File: config.mk
export PLATFORM = sky130hd
export DESIGN_NAME = fwd_hazard_unit
export DESIGN_NICKNAME = d
export VERILOG_FILES = /design/src/rtl/fwd_hazard_unit.sv
export SDC_FILE = /design/constraint.sdc
export NUM_CORES = 1
export LEC_CHECK = 0
export ABC_AREA = 0
export CAP_MARGIN = 20
export CORE_MARGIN = 3
export CORE_UTILIZATION = 50
export DETAILED_ROUTE_END_ITERATION = 16
export PLACE_DENSITY = 0.9
export SETUP_SLACK_MARGIN = 0.1
export SLEW_MARGIN = 20
export SYNTH_ARGS = -nofsm -noshare
export SYNTH_HDL_FRONTEND = slang
export SYNTH_SLANG_ARGS = --single-unit
export TNS_END_PERCENT = 1
File: constraint.sdc
create_clock -name clk -period 3.04 [get_ports clk]
set_clock_uncertainty 0.2 [all_clocks]
set_input_delay 0.304 -clock clk [delete_from_list [all_inputs] [get_ports clk]]
set_output_delay 0.304 -clock clk [all_outputs]
set_load 0.005 [all_outputs]
File: src/rtl/fwd_hazard_unit.sv
// EX-stage operand forwarding plus load-use / memory-busy stall control for the
// 5-stage pipeline. Forward selects are combinational; stall state is registered.
module fwd_hazard_unit #(
    parameter int REG_AW   = 5,
    parameter int NUM_SRC  = 2,
    parameter int ZERO_REG = 31,
    parameter int LOAD_LAT = 1,
    parameter int CNT_W    = 32
) (
    input  logic                        clk,
    input  logic                        rst_n,
    input  logic [NUM_SRC*REG_AW-1:0]   ex_src,
    input  logic [NUM_SRC*REG_AW-1:0]   id_src,
    input  logic [NUM_SRC-1:0]          id_src_used,
    input  logic [REG_AW-1:0]           idex_rd,
    input  logic                        idex_memread,
    input  logic [REG_AW-1:0]           exmem_rd,
    input  logic                        exmem_regwrite,
    input  logic [REG_AW-1:0]           memwb_rd,
    input  logic                        memwb_regwrite,
    input  logic                        mem_busy,
    output logic [2*NUM_SRC-1:0]        fwd_sel,
    output logic                        pc_hold,
    output logic                        ifid_hold,
    output logic                        idex_bubble,
    output logic                        pipe_freeze,
    output logic [CNT_W-1:0]            stall_cycles,
    output logic                        dbg_st
);

    localparam logic [REG_AW-1:0] ZR        = REG_AW'(ZERO_REG);
    localparam logic [2:0]        WAIT_INIT = 3'(LOAD_LAT - 1);
    localparam bit                MULTI_LAT = (LOAD_LAT > 1);

    typedef enum logic {
        ST_RUN     = 1'b0,
        ST_LU_WAIT = 1'b1
    } st_e;

    st_e              st_q;
    logic [2:0]       wcnt_q;
    logic [CNT_W-1:0] stall_q;
    logic [CNT_W-1:0] stall_d;

    logic             exmem_fwd_ok;
    logic             memwb_fwd_ok;
    logic [NUM_SRC-1:0] lu_hit;
    logic             lu;
    logic             stall_req;

    // A write to the zero register is architecturally discarded, so it is
    // never a forwarding source.
    assign exmem_fwd_ok = exmem_regwrite && (exmem_rd != ZR);
    assign memwb_fwd_ok = memwb_regwrite && (memwb_rd != ZR);

    always_comb begin
        fwd_sel = '0;
        for (int i = 0; i < NUM_SRC; i++) begin
            if (exmem_fwd_ok && (exmem_rd == ex_src[i*REG_AW +: REG_AW])) begin
                fwd_sel[2*i +: 2] = 2'b10;
            end else if (memwb_fwd_ok && (memwb_rd == ex_src[i*REG_AW +: REG_AW])) begin
                fwd_sel[2*i +: 2] = 2'b01;
            end
        end
    end

    always_comb begin
        lu_hit = '0;
        for (int i = 0; i < NUM_SRC; i++) begin
            lu_hit[i] = id_src_used[i] && (id_src[i*REG_AW +: REG_AW] == idex_rd);
        end
    end

    assign lu = idex_memread && (idex_rd != ZR) && (|lu_hit);

    // While waiting out the load latency the stall is unconditional; lu only
    // matters for starting a new stall from RUN.
    assign stall_req   = (st_q == ST_LU_WAIT) || lu;
    assign pipe_freeze = mem_busy;
    assign pc_hold     = mem_busy || stall_req;
    assign ifid_hold   = mem_busy || stall_req;
    assign idex_bubble = !mem_busy && stall_req;

    assign stall_d      = (pc_hold && (stall_q != '1)) ? stall_q + CNT_W'(1) : stall_q;
    assign stall_cycles = stall_q;
    assign dbg_st       = st_q;

    always_ff @(posedge clk or negedge rst_n) begin
        if (!rst_n) begin
            st_q    <= ST_RUN;
            wcnt_q  <= 3'd0;
            stall_q <= '0;
        end else begin
            stall_q <= stall_d;
            // A busy data memory freezes the whole back end, including this FSM.
            if (!mem_busy) begin
                case (st_q)
                    ST_RUN: begin
                        if (lu && MULTI_LAT) begin
                            st_q   <= ST_LU_WAIT;
                            wcnt_q <= WAIT_INIT;
                        end
                    end
                    ST_LU_WAIT: begin
                        wcnt_q <= wcnt_q - 3'd1;
                        if (wcnt_q <= 3'd1) begin
                            st_q <= ST_RUN;
                        end
                    end
                    default: begin
                        st_q   <= ST_RUN;
                        wcnt_q <= 3'd0;
                    end
                endcase
            end
        end
    end

    a_no_bubble_when_frozen : assert property (@(posedge clk) disable iff (!rst_n)
        !(idex_bubble && pipe_freeze));

endmodule

# --- Word-level counts from Yosys, hierarchy flattened ---
# Index checks and enable logic that the tools add are counted.
classes:
  n_addsub: 2
  n_shift: 0
  n_reduce_logical: 17
  order_cmp: 1
  div: 0
  eq_ne: 10
  n_mux: 6
  bitwise_logic: 1
  n_mul: 0
ops:
  columns: ["operator", "n"]
  rows:
  - ["32-bit by 1-bit adder with 32-bit output, second input constant", 1]
  - ["32-bit != test, second input constant", 1]
  - ["5-bit equality test", 6]
  - ["5-bit != test, second input constant", 3]
  - ["1-bit logical AND", 12]
  - ["1-bit two-way mux", 4]
  - ["2-bit two-way mux", 2]
  - ["3-bit by 1-bit <= comparator with 1-bit output, second input constant", 1]
  - ["3-bit by 1-bit subtractor with 3-bit output, second input constant", 1]
  - ["1-bit logical OR", 2]
  - ["2-bit AND reduction", 1]
  - ["2-bit OR reduction", 1]
  - ["1-bit logical NOT", 1]
  - ["1-bit inverter", 1]
totals:
  latchBits: 0
  out_inout_bits: 41
  romBits: 0
  ramBits: 0
  ff_bits: 36
  inputBits: 43
  n_memories: 0

# --- Depth between registers and ports, before layout ---
# Gate-level depths: netlist (run 1).
depth:
  word_depth: 7
  ltp_mapped: 9
  depth_no_buf: 6

# --- Worst setup path before layout (run 1) ---
# No wires, ideal clock.
synth_timing:
  path_kind: "register to register"
  from: "register stall_q[0], in the netlist stall_cycles[0]"
  to: "register stall_q[1], in the netlist stall_cycles[1]"
  setup_time_ns: 0.125
  slack_ns: 0.923
  required_time_ns: 2.715
  synth_period_minus_slack_ns: 2.117
  path_stages_with_launch: 8
  arrival_time_ns: 1.792
  path_cell_list: "dfrtp_1 > ha_1 > nand4_4 > nor3_2 > and3_4 > buf_8 > nor2_2 > mux2_4"
synth_via:
  elab_chain_len: 2
  elab_cells_between_ends: 3
synth_lines:
  columns: ["element", "line_no", "rtl"]
  rows:
  - ["from (decl)", "42", "logic [CNT_W-1:0] stall_q;"]
  - ["from (signal assigned)", "94", "stall_q <= stall_d;"]
  - ["branches (longest 2 deep; another with 32-bit by 1-bit adder with 32-bit output)", null, null]
# Several ways; the timed one is not identified.
# A chain may end at the register's enable or synchronous reset.

# --- Worst setup path after layout (run 1) ---
layout_timing:
  from: "input port memwb_rd[1]"
  to: "output port fwd_sel[0]"
layout_via:
  elab_chain_len: 5
  elab_cells_between_ends: 6
layout_lines:
  columns: ["element", "line_no", "rtl"]
  rows:
  - ["from (decl)", "19", "input logic [REG_AW-1:0] memwb_rd,"]
  - ["5-bit != test", "54", "assign memwb_fwd_ok = memwb_regwrite && (memwb_rd != ZR);"]
  - ["1-bit logical AND", "54", null]
  - ["1-bit logical AND (*)", "61", "end else if (memwb_fwd_ok && (memwb_rd == ex_src[i*REG_AW +: REG_AW])) begin"]
  - ["1-bit two-way mux (*)", "61", null]
  - ["2-bit two-way mux (*)", "59", "if (exmem_fwd_ok && (exmem_rd == ex_src[i*REG_AW +: REG_AW])) begin"]
  - ["to (decl)", "22", "output logic [2*NUM_SRC-1:0] fwd_sel,"]
# Every way passes the cells marked *; elsewhere a longest branch is shown, timed or not.

==> results_dict.tcl, run 1 <==
set metrics [dict create \
    finalInstanceArea_um2 3400 \
    drcViolationCount 0 \
    yosys.cell_count.top_type "xor2_1" \
    crit_type "in2out" \
    final_max_slew_viol_count 0 \
    worst_case_setup_slack_after_placement_ns 0.268 \
    post_synth_instance_area_um2 2460 \
    critPathRequiredTime_ns 2.54 \
    max-cap-violations 0 \
    timing.critical_path.to_type "primary output" \
    detail_route.first_pass.iterations 4 \
    maxClockFrequency_ghz 0.363 \
    total_power_mw 1.53 \
    worst_skew_pair.late_latency_ns 0.29 \
    post_cts_resized 0 \
    grt_pass1_wl_mm 9.82 \
    dpl.hpwl_mm 4.42 \
    post_synth_edffs 0 \
    synthFlopType "dfrtp_1" \
    drt-vias-per-instance 5.29 \
    final-hold-violation-count 0 \
    synth.top_cell.area_share_pct 36.6 \
    number_of_buffers_added_to_fix_hold_violations_after_cts 0 \
    placed_area_um2 3310 \
    clk_root_buffer_cell "clkbuf_8" \
    grt_setup_unrepaired "false" \
    synth_seq_area_share_pct 36.6 \
    buffer_ports.inserted 83 \
    cp.arrival_ns 2.25 \
    n_fill_cell 327 \
    chipWidth_um 76.1 \
    grt_pass1_vias 2025 \
    path_max_fanout 3 \
    seqCellArea_um2 901 \
    register_bit_count_reported_by_yosys 36 \
    place_congestion 0.810 \
    cts-buffers-inserted 5 \
    power.density_cell_area_nw_per_um2 449 \
    antenna_violation_net_count_after_detailed_routing 0 \
    clk_path_buf_depth 2 \
    design.final.nets 361 \
    dieHeight_um 76.1 \
    post_synth_most_frequent_cells "xor2_1 (44), dfrtp_1 (36), nand3_1 (21)" \
    post-cts-setup-buffer-count 0 \
    timing.final.setup_violations 0 \
    route.detailed.wl_per_inst_um 15.1 \
    netlist.top_cell.by_area "dfrtp_1" \
    synthTopCellsByArea "dfrtp_1 (37%), xor2_1 (16%), nor3_2 (7.3%), xnor2_1 (6.4%), nand3_1 (4.3%)" \
    layout-area-overhead-vs-synth_pct 38.3 \
    grt_start_max_net_pins 37 \
    multi_input_combinational_cell_area_um2 1440 \
    grt.overflow.total 0 \
    via_count 2014 \
    synthesis.nets 277 \
    finalWorstSetupSlack_ns 0.287 \
    synthesis.yosys.warnings 0 \
    boundaryPins 84 \
    cts_htree_levels 2 \
    avgSynthCellArea_um2 10.6 \
    post-route-min-period_ns 2.75 \
    design.core.area_um2 4560 \
    count_of_standard_cell_rows 24 \
    tritoncts_num_sinks 36 \
    drive_above_1_share_pct 15.5 \
    min-delay-path-class "in2async" \
    drt_first_iter_violations 88 \
    start_util_pct 53.9 \
    gate_count_of_the_mapped_netlist 231 \
    die_outline_area_um2 5800 \
    yosys.cell_types.count 40 \
    worst-slew-pin-transition_ns 0.455 \
    slew-limit-headroom_pct 69.7 \
    synth-async-reset-ratio_pct 100 \
    gr-usage-all-layers_pct 20.5 \
    power_leakage_nw 1.34 \
    outcome "complete, no violations" \
    vdd_drop_max_v 0.000527 \
    critical_path.startpoint_type "primary input" \
    clk_transition_reported_paths_ns 0.07 \
    period_share_pct 90.6 \
    tritoncts "built" \
    antenna_found_initial 0 \
    route.final.wire_length_mm 5.74 \
    diodes_inserted 0 \
    totalNegativeSetupSlack_ns 0 \
]
## final timing paths
check / cells after the start / start / slack (ns) / to
worst max-delay path: 6 / memwb_rd[1] / 0.29 / fwd_sel[0]
worst max register to register: 7 / stall_cycles[0]$_DFFE_PN0P_ / 0.58 / stall_cycles[18]$_DFFE_PN0P_
worst min register to register: 1 / stall_cycles[3]$_DFFE_PN0P_ / 0.29 / stall_cycles[3]$_DFFE_PN0P_
min in group clk: 1 / stall_cycles[3]$_DFFE_PN0P_ / 0.29 / stall_cycles[3]$_DFFE_PN0P_
max in group asynchronous: 2 / rst_n / 2.10 / stall_cycles[21]$_DFFE_PN0P_
worst min-delay path: 2 / rst_n / 0.22 / stall_cycles[2]$_DFFE_PN0P_
## worst max-delay path, cell delays in order
cell,delay [ns]
clkdlybuf4s50_1,0.48
nand3_1,0.11
o21ai_0,0.08
or4_1,0.54
nor4_1,0.18
clkdlybuf4s50_1,0.55
## final cells by class
type,count,area share [%]
clock inverters,2,0.294
repair buffers,88,25.5
well taps,65,2.39
clock buffers,6,2.43
flip-flops and latches,36,26.5
inverters,5,0.552
multi-input cells,179,42.3
## cell usage in the layout, fill, tap and decap left out, drive strengths merged, types with 5 or more instances in the layout
cell,Yosys,final
xnor2,18,18
nor4,9,9
buf,11,5
xor2,44,44
clkbuf,0,6
nand3,21,21
inv,5,5
clkdlybuf4s50,0,83
nand2,13,13
and3,7,7
nor3,24,24
dfrtp,36,36
nand4,11,11
## routing by layer
metal  track usage [%]  wire length, um
met3              4.02              299
met2              34.0             2870
met5                 0                0
met1              27.3             2510
met4              5.98               55
## stage by stage
step / hold slack, ns / std cells / utilization [%]
detailed placement: 0.272 / 373 / 72.5
finish: 0.222 / 381 / 74.5
global placement: 0.267 / 373 / 72.5
CTS: 0.238 / 381 / 74.5
global route: 0.251 / 381 / 74.5
floorplan: -0.192 / 231 / -
## power by group
part / internal, mW / switching, mW / total [mW]
clock: 0.181 / 0.177 / 0.358
sequential: 0.562 / 0.111 / 0.672
combinational: 0.304 / 0.194 / 0.498
## kinds of logic after synthesis
group | after synthesis | synth area share (%)
AOI/OAI and AO/OA | 9 | 2.34
xor gates and xnor gates | 62 | 22.1
adders and majority gates | 3 | 1.53
buffers and inverters | 16 | 5.19
DFF | 36 | 36.6
muxes | 2 | 1.07
and+or+nand+nor | 103 | 31.2
## sequential cells by signal, indices dropped and copies added (netlist names)
register / count
dbg_st: 1
stall_cycles: 32
wcnt_q: 3
(Power assumes the default switching activity.)
==> run 2: changes to the inputs <==
- CAP_MARGIN: 20 -> 10
- CORE_UTILIZATION: 50 -> 42
- PLACE_DENSITY: 0.9 -> 0.81
- TNS_END_PERCENT: 1 -> not set
- clock period: 3.04 -> 2.3 ns (I/O delays scaled with it)
==> run 2 against run 1 <==
  * Routed wire length is 14% higher
  * First-iteration DRC count is 2.3% higher
  * Sequential power is 31% higher
  * Cell count is 11% higher
  * Critical endpoint is now stall_cycles[28]$_DFFE_PN0P_
  * Highest routed layer unchanged
==> results_dict.tcl, run 2 (synthesized netlist as in run 1, its figures left out) <==
set metrics [dict create \
    timing.critical_path.slowest_stage_cell "dfrtp_1" \
    r2r-start "stall_cycles[9]$_DFFE_PN0P_" \
    maxClockFrequency_ghz 0.465 \
    gr-usage-all-layers_pct 18.8 \
    critPathRequiredTime_ns 2.28 \
    antenna_violation_net_count_after_detailed_routing 0 \
    internal_power_mw 1.51 \
    grt.overflow.total 0 \
    post-route-min-period_ns 2.15 \
    chipWidth_um 82.5 \
    drt-vias-per-instance 5.13 \
    vdd_drop_max_v 0.000628 \
    cts-buffers-inserted 5 \
    dpl.hpwl_mm 4.86 \
    crit_path_max_incr_delay_ns 0.40 \
    place_congestion 0.791 \
    final_max_slew_viol_count 0 \
    max-cap-violations 0 \
    cp.arrival_ns 2.13 \
    critical_path.startpoint_type "flop" \
    numPlacedInstances 411 \
    start_util_pct 44.1 \
    grt_setup_unrepaired "true" \
    grt_pass1_vias 2207 \
    drive_above_1_share_pct 29.6 \
    power.share.switching_pct 30.8 \
    design.final.nets 396 \
    dieHeight_um 82.5 \
    diodes_inserted 0 \
    power_frac_comb_pct 33.8 \
    grt_pass1_wl_mm 9.96 \
    crit_end "stall_cycles[28]$_DFFE_PN0P_" \
    tritoncts "built" \
    die_outline_area_um2 6810 \
    path_cells "and3_4, nand4_1, nor3_2, buf_4, nand2_1, nor3_1, mux2_2" \
    worst_path_dominant_cell_family "simple AND/OR/NAND/NOR gates" \
    drcViolationCount 0 \
    number_of_buffers_added_to_fix_hold_violations_after_cts 0 \
    grt_start_max_net_pins 37 \
    share_clk_of_total_power_pct 25.8 \
    final-hold-violation-count 0 \
    detail_route.first_pass.iterations 4 \
    power_leakage_nw 1.66 \
    flip_flop_count_of_the_largest_register_all_copies_and_words_added 32 \
    cts_htree_levels 2 \
    layout_common_cells "clkdlybuf4s50_1 (55), xor2_1 (44), buf_4 (37)" \
    count_of_standard_cell_rows 27 \
    design.core.area_um2 5570 \
    buffer_ports.inserted 83 \
    layout-area-overhead-vs-synth_pct 53.9 \
    power.density_cell_area_nw_per_um2 577 \
    timing.critical_path.to_type "flop" \
    tritoncts_num_sinks 36 \
    timing.reg2reg.worst_path_depth 7 \
    worst-path-stages 7 \
    clk_path_buf_depth 2 \
    layout.cells.most_common "clkdlybuf4s50_1" \
    total_switching_power_uw 672 \
    antenna_found_initial 0 \
    drt_first_iter_violations 90 \
    via_count 2170 \
    post_route_insts_no_fill 423 \
    crit-reg2reg-capture "stall_cycles[28]$_DFFE_PN0P_" \
    worst_skew_pair.late_latency_ns 0.29 \
    crit_type "reg2reg" \
    critical_path_buf_inv_count 1 \
    timing.final.setup_violations 0 \
    cp-startpoint "stall_cycles[9]$_DFFE_PN0P_" \
    worst-slew-pin-transition_ns 0.457 \
    min-delay-path-class "in2async" \
    clk_transition_reported_paths_ns 0.08 \
    boundaryPins 84 \
    route.detailed.wl_per_inst_um 15.4 \
    worst_case_setup_slack_after_placement_ns -0.378 \
    period_share_pct 93.5 \
    regToRegSetupSlack_ns 0.15 \
    finalWorstSetupSlack_ns 0.149 \
    path_max_fanout 4 \
    outcome "complete, no violations" \
    slew-limit-headroom_pct 69.5 \
    total_power_mw 2.19 \
    route.final.wire_length_mm 6.52 \
    power_frac_seq_pct 40.4 \
    clk_root_buffer_cell "clkbuf_8" \
]
-- run 2: changes by cell type in the layout (fill, tap and decap cells not counted), moves of 2 or more --
cell,before,now
buf_4,5,37
clkdlybuf4s50_1,83,55
dlygate4sd2_1,0,14
dlymetal6s2s_1,0,9
clkbuf_2,0,4
nor4_1,4,1
xnor2_1,18,15
xnor2_2,0,3
buf_12,0,2
dfrtp_1,36,34
dfrtp_2,0,2
nor4_4,3,5
-- run 2: power groups by stage --
stage                     logic (mW)  registers, mW  clock network, mW
final                          0.739          0.883              0.563
after global routing           0.797          0.903              0.604
after CTS                      0.729          0.879              0.573
after detailed placement       0.725          0.888                  0
after global placement         0.705          0.887                  0
after floorplan                0.272          0.885                  0
-- run 2: layout make-up --
cell class / count / area, um2
clock buffer: 5 / 68.8
timing repair buffer: 122 / 1130
inverter: 5 / 18.8
fill: 427 / 1790
clock inverter: 3 / 42.5
tap: 72 / 90.1
multi-input combinational: 180 / 1530
sequential: 36 / 903
-- run 2: what timing repair did --
item                                    in CTS  in global routing
pin swaps                                    7                 13
endpoints found under the setup margin      29                 33
resized for setup                           33                 27
gates cloned                                 0                  1
setup buffers                                1                  2
-- run 2: worst reg2reg max path, delay by kind of cell (launching register included) --
family	cells	cell delay, ns
multiplexers	1	0.35
flip-flops	1	0.40
AND/OR/NAND/NOR	5	0.94
buffers and inverters	1	0.16
-- run 2: through the flow --
| stage | instance area (um2) | hold slack [ns] | TNS [ns] | util, % |
|---|---|---|---|---|
| after global placement | 3560 | 0.268 | -4.56 | 63.9 |
| after detailed placement | 3560 | 0.282 | -7.79 | 63.9 |
| after CTS | 3700 | 0.167 | 0 | 66.3 |
| after global routing | 3780 | 0.201 | 0 | 67.9 |
| after floorplan | 2460 | -0.266 | 0 | - |
| final | 3780 | 0.145 | 0 | 67.9 |
-- run 2: layer usage --
layer	track usage [%]	share of wire (%)
met2	32.4	51
met1	23.6	42
met4	3.92	0.64
met5	0	0
met3	4.88	6.2
-- run 2: worst min-delay path by stage --
| stage | endpoint | slack (ns) | cells after the start |
|---|---|---|---|
| finish | stall_cycles[4]$_DFFE_PN0P_ | 0.15 | 2 |
| global route | stall_cycles[17]$_DFFE_PN0P_ | 0.20 | 2 |
| CTS | stall_cycles[29]$_DFFE_PN0P_ | 0.17 | 2 |
| detailed placement | wcnt_q[1]$_DFFE_PN0P_ | 0.28 | 2 |
| global placement | wcnt_q[1]$_DFFE_PN0P_ | 0.27 | 2 |
| floorplan | dbg_st$_DFFE_PN0N_ | -0.27 | 0 |
==> patch 1: new RTL, flow settings as in run 2 <==
Make the reset (`rst_n`) synchronous in one clocked block.
--- a/src/rtl/fwd_hazard_unit.sv
+++ b/src/rtl/fwd_hazard_unit.sv
@@ -86,5 +86,5 @@
     assign dbg_st       = st_q;
 
-    always_ff @(posedge clk or negedge rst_n) begin
+    always_ff @(posedge clk) begin
         if (!rst_n) begin
             st_q    <= ST_RUN;
Behaviour: differs if rst_n is asserted again (counterexample within 4 cycles, from zero or initial values and one cycle with rst_n low); with rst_n held inactive, the same outputs for 10 cycles.
==> patch 1 against run 2 <==
- via count rose by 20%
- final area shrank 2.2%
- worst setup slack lost 0.029 ns
- synthesized area shrank 9.9%
- sequential cell count did not move
- wire length rose by 10%
- critical endpoint is now stall_cycles[31]
Power is not compared: it rests on default switching activity, and its combinational part moved more than twofold at a synthesized area within 25%.
==> patch 1: results (changes against run 2) <==
[yosys] unique cell type count in the Yosys netlist 41 [+2.5%]
[route] Via-to-Cell Ratio 5.50 [+7.2%]
[worst_setup_path] worst reg2reg setup slack 0.12 ns [-0.03 ns]
[route] DRT Pass-1 Iters 6 [+2]
[layout] final net count 453 [+14%]
[layout] Largest register FFs 32 [unchanged]
[yosys] top cells by area, synth sky130_fd_sc_hd__dfxtp_1, sky130_fd_sc_hd__xnor2_1, sky130_fd_sc_hd__xor2_1
[yosys] proportion of register bits with asynchronous set or reset after synthesis 0% [-100 points]
[min_path] classification of the worst-slack hold path flop to flop
[yosys] number of warning messages in the yosys log 0 [unchanged]
[worst_setup_path] peak per-stage delay on the critical path 0.34 ns [-0.06 ns]
[timing] final hold slack 0.309 ns [+0.163 ns]
[global_route] largest net degree at the start of global routing 19 [-49%]
[worst_setup_path] end of the worst register-to-register path stall_cycles[31]
[worst_setup_path] r2r worst-path depth 8 [+1]
[worst_setup_path] Crit path max-delay family compound AO/OA/AOI/OAI gates
[global_route] number of global-route vias before repair 2441 [+11%]
[global_route] met1 capacity usage during global routing 24.6% [+0.95 points]
[placed_design] detailed placer's ending HPWL 5.24 mm [+8.0%]
[timing] Max-slew headroom 71.9% [+2.4 points]
[outcome] outcome finished clean
[worst_setup_path] crit-path max FO 18 [+14]
[route] starting DRC count in detailed routing 141 [+57%]
[layout] ratio of cells with drive above 1 in the final layout 24.3% [-5.3 points]
[worst_setup_path] highest-delay cell along the critical path sky130_fd_sc_hd__dfxtp_2
[worst_setup_path] arrival time reported for the critical path endpoint 2.17 ns [+0.04 ns]
[worst_setup_path] FF-to-FF Start stall_cycles[0]
[placed_design] post-placement worst setup slack -0.308 ns [+0.0699 ns]
[yosys] Seq/Total Area, Yosys 32.5% [-4.1 points]
[global_route] first-pass GRT wire length 10.8 mm [+8.2%]
[global_route] global routing usage on met3 5.50% [+0.62 points]
[route] routed len/inst 15.2 um [-1.5%]
[patch 1: cell types whose count changed after synthesis, sizes merged, moves of 8 or more]
cell   before  now
dfrtp      36    0
dfxtp       0   36
xor2       44   17
a21oi       2   28
nor3       24    5
o21ai       4   23
or3         1   19
nand2      13   23
nor2        4   12
[patch 1: stage by stage]
stage / util [%] / TNS [ns] / std cells / area (um2)
CTS: 71.0 / 0 / 468 / 3490
finish: 75.4 / 0 / 474 / 3700
global route: 75.4 / 0 / 474 / 3700
detailed placement: 69.2 / -4.87 / 460 / 3400
floorplan: - / 0 / 278 / 2220
global placement: 69.2 / -3.95 / 460 / 3400
[patch 1: area by class of cell]
class	count	area [um2]	area share, %
well taps	67	83.8	2.26
clock inverters	1	5.00	0.135
clock buffers	6	72.6	1.96
multi-input cells	224	1560	42.2
flip-flops and latches	36	734	19.8
repair buffers	132	1210	32.7
inverters	8	30.0	0.811
[patch 1: worst max-delay path by stage]
stage	end	slack, ns	startpoint
after floorplan	stall_cycles[30]	0.11	stall_cycles[1]
after global placement	fwd_sel[2]	-0.23	memwb_rd[4]
after detailed placement	fwd_sel[0]	-0.31	memwb_rd[4]
after CTS	fwd_sel[0]	0.04	memwb_rd[3]
after global routing	stall_cycles[15]	0.02	stall_cycles[0]
final	stall_cycles[31]	0.12	stall_cycles[0]
[patch 1: kinds of logic (layout without fill, tap and decap cells)]
family          after synthesis  after routing  synth area share, %
compound gates               68             68                 17.5
xor+xnor                     34             34                 13.4
fa+ha+maj                     3              3                 1.69
buf+inv                      18            147                 3.84
flops                        36             36                 32.5
mux                           2              2                0.903
simple gates                117            117                 30.1
[patch 1: repair_timing]
action,4_1_cts,5_1_grt
endpoints found under the setup margin,28,34
buffers inserted,1,6
pin swaps,7,20
gates resized for setup,27,53
hold buffers,0,0
hold endpoints to repair,0,0
[patch 1: worst reg2reg max path, cell delays in order, from the launching register on]
cell	delay [ns]
sky130_fd_sc_hd__dfxtp_2	0.34
sky130_fd_sc_hd__ha_4	0.16
sky130_fd_sc_hd__and4_4	0.17
sky130_fd_sc_hd__and3_4	0.19
sky130_fd_sc_hd__a32oi_4	0.25
sky130_fd_sc_hd__o21ai_4	0.13
sky130_fd_sc_hd__buf_6	0.17
sky130_fd_sc_hd__o31a_1	0.30
sky130_fd_sc_hd__o21a_1	0.18
[patch 1: per-layer routing]
layer | vias to the layer above | share of wire (%)
met3 | 4 | 6.2
met4 | 0 | 0.51
met5 | - | 0
li1 | 1280 | -
met1 | 1246 | 42
met2 | 77 | 52
[patch 1: power breakdown]
group | switching, W | internal [W]
registers | 0.00000418 | 0.000627
clock network | 0.000227 | 0.000206
logic | 0.000121 | 0.000154
total | 0.000352 | 0.000986
==> patch 2: new RTL, config.mk and constraints of run 2 <==
Without the edit above. Set the parameter `REG_AW` to 4 (it was 5).
--- a/src/rtl/fwd_hazard_unit.sv
+++ b/src/rtl/fwd_hazard_unit.sv
@@ -2,5 +2,5 @@
 // 5-stage pipeline. Forward selects are combinational; stall state is registered.
 module fwd_hazard_unit #(
-    parameter int REG_AW   = 5,
+    parameter int REG_AW   = 4,
     parameter int NUM_SRC  = 2,
     parameter int ZERO_REG = 31,
Ports: changed (5 resized); port bits go from 84 to 77. No check against the original RTL was run, so the function may have changed too.
==> patch 2 against run 2 <==
- die area fell by 14%
- total power fell by 18%
- sequential cell count did not move
- wire length fell by 22%
- highest routed layer unchanged
- worst setup slack got worse by 0.0097 ns
- final area fell by 17%
- largest cell class unchanged
- synthesized area fell by 15%
- critical endpoint is now stall_cycles[1]
==> patch 2: results (changes against run 2) <==
[global_route] met1 capacity usage during global routing 19.8% [-3.9 points]
[yosys] most frequent cells after synthesis sky130_fd_sc_hd__xnor2_1, sky130_fd_sc_hd__dfrtp_1, sky130_fd_sc_hd__nand4_1
[cts] Root Buffer sky130_fd_sc_hd__clkbuf_8
[layout] final net count 343 [-13%]
[route] starting DRC count in detailed routing 123 [+37%]
[route] DRT Pass-1 Iters 4 [unchanged]
[yosys] multiplexer area fraction after synthesis 0.715% [-0.35 points]
[timing] Max-slew headroom 67.1% [-2.4 points]
[layout] number of fill cells in the layout 406 [-4.9%]
[global_route] first-pass GRT wire length 8.52 mm [-14%]
[placed_design] placed cell count 364 [-11%]
[placed_design] GP Congestion 0.849 [+7.3%]
[global_route] global routing usage on met3 4.34% [-0.54 points]
[global_route] largest net degree at the start of global routing 37 [unchanged]
[yosys] post-synthesis xor/xnor area fraction 23.8% [+1.7 points]
[yosys] total nets after synthesis 253 [-8.7%]
[cts] clock transition at the registers of the reported paths 0.07 ns
[yosys] Seq/Total Area, Yosys 42.9% [+6.3 points]
[power_and_ir_drop] Internal Dissipation 0.00128 W [-15%]
[power_and_ir_drop] peak ir drop on the vdd network 276 uV [-56%]
[placed_design] cell area after placement 3010 um2 [-15%]
[placed_design] detailed placer's ending HPWL 4.00 mm [-18%]
[layout] post-route insts no fill 372 [-12%]
[yosys] unique cell type count in the Yosys netlist 30 [-25%]
[worst_setup_path] crit-path max FO 13 [+9]
[yosys] synthesized instance count 214 [-7.4%]
[yosys] number of warning messages in the yosys log 0 [unchanged]
[layout] ratio of cells with drive above 1 in the final layout 11.8% [-18 points]
[route] count of vias placed by the detailed router 1885 [-13%]
[power_and_ir_drop] Pleak 1.25 nW [-25%]
[cts] clock latency on the worst-skew pair 0.29 ns [about the same]
[placed_design] buffers added on ports 76 [-8.4%]
[route] total length of routed wires 5.06 mm [-22%]
[route] count of nets left with antenna violations after detail routing 0 [unchanged]
[global_route] M2 GR Usage 31.9% [-0.49 points]
[yosys] complex-gate fraction of the synthesized area 1.25% [-1.1 points]
[outcome] outcome finished clean
[yosys] top cells by area, synth sky130_fd_sc_hd__dfrtp_1, sky130_fd_sc_hd__xnor2_1, sky130_fd_sc_hd__nand4_1
[global_route] number of antenna violations at the first check in global routing 0 [unchanged]
[cts] # Post-CTS Setup Buffers 0 [-1]
[yosys] adder and majority gate portion of the synthesized area 1.79% [+0.26 points]
[global_route] overall fraction of global-route tracks in use 17.5% [-1.2 points]
-- patch 2: cell count changes after synthesis, moves of 4 or more --
cell,change
sky130_fd_sc_hd__nand3_1,-6
sky130_fd_sc_hd__nand2_1,+4
sky130_fd_sc_hd__nor3_1,+8
sky130_fd_sc_hd__nor2_1,+6
sky130_fd_sc_hd__nor3_2,-17
sky130_fd_sc_hd__xor2_1,-36
sky130_fd_sc_hd__xnor2_1,+31
sky130_fd_sc_hd__nand4_1,+18
-- patch 2: cell type report --
type,count,share of cell area (%)
Multi-Input combinational cell,165,37.3
Sequential cell,36,28.8
Timing Repair Buffer,90,27.5
Clock buffer,7,2.76
Tap cell,67,2.68
Inverter,6,0.720
Clock inverter,1,0.240
-- patch 2: metal layers --
metal  up-vias  part of all wire, %  wire, um
met4         0                  1.2        62
met2        72                   52      2610
met5         -                    0         0
met1       875                   41      2060
met3         5                  6.3       319
li1        933                    -         -
-- patch 2: cells by family after synthesis --
kind of cell	count (synthesis)
adders and majority gates	3
and+or+nand+nor	100
AOI/OAI and AO/OA	4
xor gates and xnor gates	57
buffers and inverters	13
muxes	1
DFF	36
-- patch 2: critical path, stage by stage --
cell,delay (ns)
sky130_fd_sc_hd__clkdlybuf4s50_1,0.50
sky130_fd_sc_hd__xor2_2,0.18
sky130_fd_sc_hd__nor4_2,0.08
sky130_fd_sc_hd__or4_4,0.49
sky130_fd_sc_hd__buf_4,0.20
sky130_fd_sc_hd__and2_4,0.15
sky130_fd_sc_hd__mux2_4,0.28
-- patch 2: per-stage QoR --
step	worst slack [ns]	TNS, ns	util [%]
after CTS	0.0677	0	65.0
after floorplan	0.307	0	-
after detailed placement	-0.306	-6.60	62.9
after global routing	0.0636	0	65.4
final	0.139	0	65.4
after global placement	-0.218	-4.40	62.9
-- patch 2: timing repair --
| item | in CTS | in global routing |
|---|---|---|
| hold buffers | 0 | 0 |
| hold endpoints to repair | 0 | 0 |
| gates resized for setup | 16 | 7 |
| pin swaps | 1 | 2 |
| setup endpoints to repair | 26 | 21 |
-- patch 2: worst paths after layout --
path	startpoint	end	slack, ns	depth (start not counted)
hold reg to reg	wcnt_q[2]	wcnt_q[2]	0.28	1
setup reg to reg	stall_cycles[12]	stall_cycles[1]	0.15	5
hold / removal	rst_n	stall_cycles[22]	0.15	2
min in group clk	wcnt_q[2]	wcnt_q[2]	0.28	1
setup / recovery	id_src[2]	stall_cycles[1]	0.14	7
max in group asynchronous	rst_n	stall_cycles[0]	1.43	2
-- patch 2: power by group through the flow --
stage	Sequential, W	Combinational (W)	Clock (W)
floorplan	0.000826	0.000224	0
global placement	0.000822	0.000522	0
detailed placement	0.000826	0.000536	0
CTS	0.000815	0.000535	0.000468
global route	0.000833	0.000580	0.000493
finish	0.000813	0.000530	0.000458
